$ cat src/rtl/tnn_pkg.sv
// Shared types for the ternary (TNN) activation path: trit coding and
// the decompressor state encoding.
package tnn_pkg;

    typedef logic signed [1:0] trit_t;

    localparam int TRITS_PER_BYTE = 5;

    localparam trit_t TRIT_NEG  = 2'b11;
    localparam trit_t TRIT_ZERO = 2'b00;
    localparam trit_t TRIT_POS  = 2'b01;

    typedef enum logic {
        EMPTY = 1'b0,
        DRAIN = 1'b1
    } tdc_state_e;

endpackage

$ cat src/rtl/ternary_decoder.sv
// Unpacks one base-3 encoded byte into five trits. The encoder stores
// byte = sum((t_i + 1) * 3^i), trit 0 being the least significant digit.
// Bytes above 242 never come from the encoder; they still decode to legal
// trits (digit taken mod 3) so 2'b10 can never leak downstream.
module ternary_decoder
    import tnn_pkg::*;
(
    input  logic [7:0] byte_i,
    output trit_t      trits_o [TRITS_PER_BYTE]
);

    logic [7:0] rem;

    // Peel base-3 digits off the low end, mapping digit 0/1/2 to -1/0/+1.
    always_comb begin
        rem = byte_i;
        for (int i = 0; i < TRITS_PER_BYTE; i++) begin
            case (rem % 8'd3)
                8'd0:    trits_o[i] = TRIT_NEG;
                8'd1:    trits_o[i] = TRIT_ZERO;
                default: trits_o[i] = TRIT_POS;
            endcase
            rem = rem / 8'd3;
        end
    end

endmodule

$ cat src/rtl/ternary_decompress.sv
// Ternary activation decompressor: accepts packed words of base-3 bytes,
// buffers one decoded word and streams it out in OUT_LANES-wide beats.
//
//   state | meaning
//   EMPTY | no word buffered, input always ready (unless clearing)
//   DRAIN | buffered word being emitted, beat_q = beat on the output
//
// in_ready_o rises combinationally on the final accepted beat so a new
// word can be loaded in the same cycle without an output bubble.
module ternary_decompress
    import tnn_pkg::*;
#(
    parameter  int IN_BYTES  = 4,
    parameter  int OUT_LANES = 4,
    localparam int TRITS     = TRITS_PER_BYTE * IN_BYTES,
    localparam int CNT_W     = $clog2(TRITS + 1)
) (
    input  logic                        clk_i,
    input  logic                        rst_ni,
    input  logic                        clear_i,
    input  logic [8*IN_BYTES-1:0]       in_data_i,
    input  logic [CNT_W-1:0]            in_ntrits_i,
    input  logic                        in_last_i,
    input  logic                        in_valid_i,
    output logic                        in_ready_o,
    output logic [OUT_LANES-1:0][1:0]   out_trits_o,
    output logic [OUT_LANES-1:0]        out_mask_o,
    output logic                        out_last_o,
    output logic                        out_valid_o,
    input  logic                        out_ready_i
);

    localparam int MAX_BEATS = (TRITS + OUT_LANES - 1) / OUT_LANES;
    localparam int BEAT_W    = (MAX_BEATS > 1) ? $clog2(MAX_BEATS) : 1;
    localparam logic [CNT_W-1:0] TRITS_C = CNT_W'(TRITS);

    // Index of the final beat for a word of n trits (n > 0).
    function automatic int last_beat(input logic [CNT_W-1:0] n);
        return (int'(n) + OUT_LANES - 1) / OUT_LANES - 1;
    endfunction

    logic [TRITS-1:0][1:0] dec_trits;

    for (genvar b = 0; b < IN_BYTES; b++) begin : g_dec
        trit_t byte_trits [TRITS_PER_BYTE];

        ternary_decoder u_dec (
            .byte_i  (in_data_i[8*b +: 8]),
            .trits_o (byte_trits)
        );

        for (genvar i = 0; i < TRITS_PER_BYTE; i++) begin : g_trit
            assign dec_trits[TRITS_PER_BYTE*b + i] = byte_trits[i];
        end
    end

    tdc_state_e                state_q,      state_d;
    logic [BEAT_W-1:0]         beat_q,       beat_d;
    logic [TRITS-1:0][1:0]     trits_q,      trits_d;
    logic [CNT_W-1:0]          ntrits_q,     ntrits_d;
    logic                      last_q,       last_d;
    logic                      out_valid_q,  out_valid_d;
    logic [OUT_LANES-1:0][1:0] out_trits_q,  out_trits_d;
    logic [OUT_LANES-1:0]      out_mask_q,   out_mask_d;
    logic                      out_last_q,   out_last_d;

    logic [CNT_W-1:0] ntrits_in;
    logic             final_beat;
    logic             accept;

    assign ntrits_in  = (in_ntrits_i > TRITS_C) ? TRITS_C : in_ntrits_i;
    assign final_beat = (state_q == DRAIN) && (int'(beat_q) == last_beat(ntrits_q));
    assign in_ready_o = !clear_i && ((state_q == EMPTY) || (final_beat && out_ready_i));
    assign accept     = in_valid_i && in_ready_o;

    // Next buffered word / beat position, then the beat that will be on the
    // output next cycle, so every output comes straight from a flop.
    always_comb begin
        state_d  = state_q;
        beat_d   = beat_q;
        trits_d  = trits_q;
        ntrits_d = ntrits_q;
        last_d   = last_q;

        if (clear_i) begin
            state_d = EMPTY;
            beat_d  = '0;
        end else if (accept) begin
            beat_d = '0;
            if (ntrits_in != '0) begin
                state_d  = DRAIN;
                trits_d  = dec_trits;
                ntrits_d = ntrits_in;
                last_d   = in_last_i;
            end else begin
                state_d = EMPTY;
            end
        end else if ((state_q == DRAIN) && out_ready_i) begin
            if (final_beat) begin
                state_d = EMPTY;
                beat_d  = '0;
            end else begin
                beat_d = beat_q + BEAT_W'(1);
            end
        end

        out_valid_d = 1'b0;
        out_trits_d = '0;
        out_mask_d  = '0;
        out_last_d  = 1'b0;
        if (state_d == DRAIN) begin
            out_valid_d = 1'b1;
            out_last_d  = last_d && (int'(beat_d) == last_beat(ntrits_d));
            for (int l = 0; l < OUT_LANES; l++) begin
                if (int'(beat_d) * OUT_LANES + l < int'(ntrits_d)) begin
                    out_mask_d[l]  = 1'b1;
                    out_trits_d[l] = trits_d[int'(beat_d) * OUT_LANES + l];
                end
            end
        end
    end

    // State, buffered word and registered output beat.
    always_ff @(posedge clk_i or negedge rst_ni) begin
        if (!rst_ni) begin
            state_q     <= EMPTY;
            beat_q      <= '0;
            trits_q     <= '0;
            ntrits_q    <= '0;
            last_q      <= 1'b0;
            out_valid_q <= 1'b0;
            out_trits_q <= '0;
            out_mask_q  <= '0;
            out_last_q  <= 1'b0;
        end else begin
            state_q     <= state_d;
            beat_q      <= beat_d;
            trits_q     <= trits_d;
            ntrits_q    <= ntrits_d;
            last_q      <= last_d;
            out_valid_q <= out_valid_d;
            out_trits_q <= out_trits_d;
            out_mask_q  <= out_mask_d;
            out_last_q  <= out_last_d;
        end
    end

    assign out_valid_o = out_valid_q;
    assign out_trits_o = out_trits_q;
    assign out_mask_o  = out_mask_q;
    assign out_last_o  = out_last_q;

    // An out-of-range trit count is clamped above; flag it in simulation.
    assert property (@(posedge clk_i) disable iff (!rst_ni)
                     in_valid_i |-> (in_ntrits_i <= TRITS_C))
        else $error("ternary_decompress: in_ntrits_i %0d exceeds %0d", in_ntrits_i, TRITS);

endmodule

$ cat config.mk
export PLATFORM = sky130hd
export DESIGN_NAME = ternary_decompress
export DESIGN_NICKNAME = d
export VERILOG_FILES = /design/src/rtl/tnn_pkg.sv /design/src/rtl/ternary_decoder.sv /design/src/rtl/ternary_decompress.sv
export SDC_FILE = /design/constraint.sdc
export NUM_CORES = 1
export LEC_CHECK = 0
export CORE_MARGIN = 1
export CORE_UTILIZATION = 32
export DETAILED_ROUTE_END_ITERATION = 8
export DONT_BUFFER_PORTS = 1
export PLACE_DENSITY = 0.55
export SYNTH_ARGS = -nofsm -noshare
export SYNTH_HDL_FRONTEND = slang
export SYNTH_SLANG_ARGS = --single-unit
export TNS_END_PERCENT = 1
$ cat constraint.sdc
create_clock -name clk_i -period 7.3 [get_ports clk_i]
set_input_delay 1.46 -clock clk_i [delete_from_list [all_inputs] [get_ports clk_i]]
set_output_delay 1.46 -clock clk_i [all_outputs]
set_load 0.05 [all_outputs]
After elaboration in Yosys (flattened, before gate mapping)
Index checks and enable logic that the tools add are counted.
Operators by class
  $add $sub $neg: 12
  divide/modulo/power cells: 36
  magnitude comparators: 9
  equal/unequal tests: 22
  multiplexer cells: 62
  bitwise operators: 3
  reduce and logical (&&, ||, !) cells: 31
Operators by type and width (count)
  $eq A8 B1 Y1 const B: 20
  $logic_not A8 Y1: 20
  $mod A8 B2 Y8 const B: 20
  $div A8 B2 Y8 const B: 16
  $mux W40: 3
  $lt A32 B6 Y1: 3
  $pmux W2 S2: 20
  $add A32 B1 Y32: 2
  $eq A4 B32 Y1: 2
  $sub A32 B2 Y32 const B: 2
  $bmux W2 S5: 3
  $mux W2: 11
  $mux W5: 4
  $lt A6 B6 Y1 const B: 3
  $mux W1: 14
  $sub A6 B1 Y7 const B: 2
  $add A5 B2 Y6 const B: 2
  $add A5 B3 Y6 const B: 2
  $mux W3: 4
  $mux W8: 1
  $add A5 B1 Y6 const B: 1
  $bmux W2 S3: 1
  $logic_and A1 B1 Y1: 6
  $lt A5 B6 Y1 const B: 1
  10 further kinds: 12
Word-level totals
  flip-flop bits (word level): 64
  bits of input ports: 43
  output and inout bits: 15
  word-level logic and storage cells: 206

Logic depth before layout (Yosys ltp)
  depth after elaboration: 23
  mapped depth: 60
  mapped depth without buffers: 56

Hierarchy
From an unflattened synthesis, not the netlist that was laid out.
Second synthesis, totals
  cells, all modules: 2376
  area total of the unflattened synthesis: 17400.4 µm²
Modules (own cells, without submodules)
  ternary_decoder: instances 4, cells each 523, area an instance 3508.4 µm², sequential area each 0.0 µm²
  ternary_decompress: instances 1, cells each 284, area an instance 3367.0 µm², sequential area each 1576.5 µm²

Least setup slack after synthesis
No wires, ideal clock.
  path type: input to register
  start: input in_data_i[15]
  end: register trits_q[19] (netlist name)
  setup time: 0.095 ns
  arrival: 12.915 ns
  required time: 7.205 ns
  slack: -5.710 ns
  cell stages on the path: 50
  path buffers: 5
  cell sequence: buf_2 > buf_2 > buf_2 > and3b_1 > nor3_1 > a211oi_1 > a211o_1 > ha_1 > or4_1 > clkbuf_1 > a31oi_1 > xnor2_1 > ha_1 > a21oi_1 > clkinv_1 > o311ai_0 > clkbuf_1 > xnor2_1 > [... 14 more ...] > o32ai_2 > o2111a_1 > nor2_1 > a21oi_1 > inv_1 > ha_1 > nor2_1 > a22oi_1 > or4b_1 > and2_1 > xnor2_1 > ha_1 > or2_2 > o31a_1 > mux2_2 > ha_1 > o311a_1 > o31ai_1
RTL lines
  from (decl): RTL line ternary_decompress.sv:21  | input logic [8*IN_BYTES-1:0] in_data_i,
  to (signal assigned): RTL line ternary_decompress.sv:138  | trits_q <= trits_d;
  to (decl): RTL line ternary_decompress.sv:59  | logic [TRITS-1:0][1:0] trits_q, trits_d;

==> impl_metrics.yaml <==
run_status:
  status: "complete, but fails checks"
  violations: "negative setup slack"
timing:
  fin_worst_skew_ns: 0.00765
  relSlewSlack: 0.384
  rsz0062_at_grt: "true"
  maxSlewViolCount: 0
  final.period_utilization: 1.36
  worst_pin_slew_ns: 0.920
  timing.final.hold_violations: 0
  setup_viol: 34
  period_needed_ns: 9.96
  fmax_ghz: 0.100
  fin_ws_ns: -2.66
clock_tree:
  htree_levels: 3
  clock_latency_ns: 0.33
  clockBufferDepth: 2
  cts_made_buffers: 9
  cts_tree: "built"
  clk_pin_slew_ns: 0.06
  cts_sinks: 63
  root_buffer: "clkbuf_16"
cells_and_area:
  antenna_cells: 0
  fin_nets: 3122
  drive_above_1_share: 0.395
  area_growth_pct: 52.2
  fin_util: 0.493
  final-seq-area_um2: 1580
  nFillCells: 4646
  multiInputGateArea_um2: 14600
placement:
  dp_hpwl_um: 41300
  preCtsSetupSlack_ns: -3.42
  gp_congestion: 0.893
  numPortBuffers: 0
grt:
  grt_max_degree: 64
  antenna_found_initial: 0
  grt_pass1_wl_um: 90900
  grt_pass1_vias: 19500
  overflow: 0
  grt_usage: 0.209
logic_synthesis:
  syn_inst: 2278
  synth_simple_gate_area_share: 0.301
  ys_seq_elements: 63
  synth_mux_area_frac: 0.0372
  synth-xor-area-share: 0.0580
  syn_nets: 2418
  synth_ff_type: "dfrtp_1"
  synth_cell_types: 128
  synthTopCellsByArea: "dfrtp_1 (9.9%), ha_1 (7.6%), a21oi_1 (5.0%), nor2_1 (4.9%), nand2_1 (4.7%)"
  synth-edff-count: 0
  synth_top_area_share: 0.0994
  synthAdderAreaFrac: 0.0777
  synth_top_family_by_area: "compound AO/OA/AOI/OAI gates"
  yosysWarningCount: 0
  yosysMostFrequentCell: "nor2_1"
  syn-cell-area_um2: 15900
  synth_common_cells: "nor2_1 (206), nand2_1 (200), a21oi_1 (160)"
  async_reset_ff_frac: 1.00
  ys_seq_area_frac: 0.0994
  postSynthAreaPerCell_um2: 6.97
  synth_compound_area_frac: 0.353
  synth_top_area_cell: "dfrtp_1"
drt:
  wl_um: 54300
  vias: 19900
  routedWlPerCell_um: 14.9
  drc_errors: 0
  ant_nets: 0
  first_pass_iters: 5
  routed_via_density: 5.45
  drt_iter0_markers: 965
setup_path:
  cp_slowest_cell: "or4_4"
  worst_path_most_repeated_cell: "ha_4"
  crit_fanout: 29
  cp.required_ns: 7.51
  slowest_delay_ns: 0.56
  critical_path_arrival_ns: 10.17
  critPathKind: "input pin to flip-flop"
  cp-start-kind: "input pin"
  end_kind: "flip-flop"
floorplanning:
  die_y_um: 225
  rows: 81
  core_um2: 49000
  die_w_um: 225
  ios: 58
  start_util: 0.324
  dieArea_um2: 50500
pwr:
  p_leak_uw: 0.0106
  peakVddDrop_mv: 0.199
  p_per_area_nw_per_um2: 331
  power.total_uw: 7990
min_path:
  hp-class: "flip-flop to flip-flop"
run:
  drv_cap: 0
worst max-delay path: cells and delay by family:
family	cells	cell delay, ns
compound gates	16	2.72
xor+xnor	3	0.44
fa+ha+maj	9	1.84
buf+inv	3	0.22
mux	1	0.18
simple gates	17	3.30
cells in the final DEF (no fill, tap or decap), types with 14 or more instances in the layout:
cell type and count:
o211ai_1 35, nand2b_1 58, xor2_1 31, nor2_4 14, or3_1 22, mux2_2 17
and2_1 20, o2111ai_1 14, mux2i_1 29, o21a_1 21, a31oi_1 39, o22ai_1 28
ha_1 58, nand3b_1 15, a21oi_1 148, or2_2 21, and3_1 21, buf_4 797
a211oi_1 25, o31ai_1 23, xnor2_1 54, ha_4 20, o21ai_1 16, nand3_1 54
nor2_1 187, o21ai_0 120, dfrtp_1 63, a21o_1 21, nor2b_1 34, inv_1 117
ha_2 19, nand2_1 193, nor3b_1 21, nor3_1 61, buf_6 21, inv_2 20
layer usage:
| layer | track usage | vias up | part of all wire |
|---|---|---|---|
| met4 | 0.0452 | 0 | 0.017 |
| met2 | 0.375 | 419 | 0.49 |
| met3 | 0.0136 | 84 | 0.031 |
| li1 | - | 9969 | - |
| met5 | 0 | - | 0 |
| met1 | 0.272 | 9436 | 0.46 |
registers in the layout, summed over array words and instances, names as in the netlist:
name,count
out_last_o,1
out_mask_o,4
beat_q,3
trits_q,40
out_valid_o,1
last_q,1
out_trits_o,8
ntrits_q,5
power by group:
part           total (uW)  internal, uW  switching [uW]  leakage, uW
combinational        6980          3710            3270      0.00971
clock                 460           299             161     0.000156
sequential            555           444             111     0.000761
total                7990          4450            3540       0.0106
logic make-up (layout without fill, tap and decap cells):
| family | count (synthesis) | after routing |
|---|---|---|
| AOI/OAI and AO/OA | 792 | 792 |
| and+or+nand+nor | 896 | 896 |
| DFF | 63 | 63 |
| buffers and inverters | 270 | 979 |
| muxes | 55 | 55 |
| adders and majority gates | 99 | 99 |
| xor gates and xnor gates | 103 | 103 |
worst paths after layout:
path / from / endpoint / slack [ns] / depth (start not counted)
max: in_data_i[7] / trits_q[8]$_DFF_PN0_ / -2.66 / 49
min: trits_q[33]$_DFF_PN0_ / trits_q[33]$_DFF_PN0_ / 0.47 / 2
max reg2reg: ntrits_q[0]$_DFF_PN0_ / out_last_o$_DFF_PN0_ / 1.91 / 22
min reg2reg: trits_q[33]$_DFF_PN0_ / trits_q[33]$_DFF_PN0_ / 0.47 / 2
max in group asynchronous: rst_ni / out_mask_o[3]$_DFF_PN0_ / 6.32 / 0
min in group asynchronous: rst_ni / out_valid_o$_DFF_PN0_ / 0.83 / 0
what timing repair did:
action / CTS / global route
endpoints found under the setup margin: 32 / 34
setup buffers: 74 / 32
resized for setup: 71 / 113
hold buffers: 0 / 0
pin swaps: 99 / 124
gates cloned: 0 / 0
through the flow:
step / TNS (ns) / hold slack [ns] / cell area (um^2) / std cells
after global routing: -76.94 / 0.505 / 24200 / 3651
after floorplan: -95.46 / 0.440 / 16800 / 2278
after global placement: -69.14 / 0.457 / 22200 / 3531
after detailed placement: -74.90 / 0.475 / 22200 / 3531
final: -63.95 / 0.465 / 24200 / 3651
after CTS: -62.55 / 0.470 / 23400 / 3621
layout make-up:
type | count | area share
Clock buffer | 9 | 0.00933
Clock inverter | 7 | 0.00394
Inverter | 142 | 0.0225
Multi-Input combinational cell | 1945 | 0.605
Sequential cell | 63 | 0.0653
Tap cell | 664 | 0.0344
Timing Repair Buffer | 821 | 0.260
No activity file was read; power rests on OpenSTA's default activity.
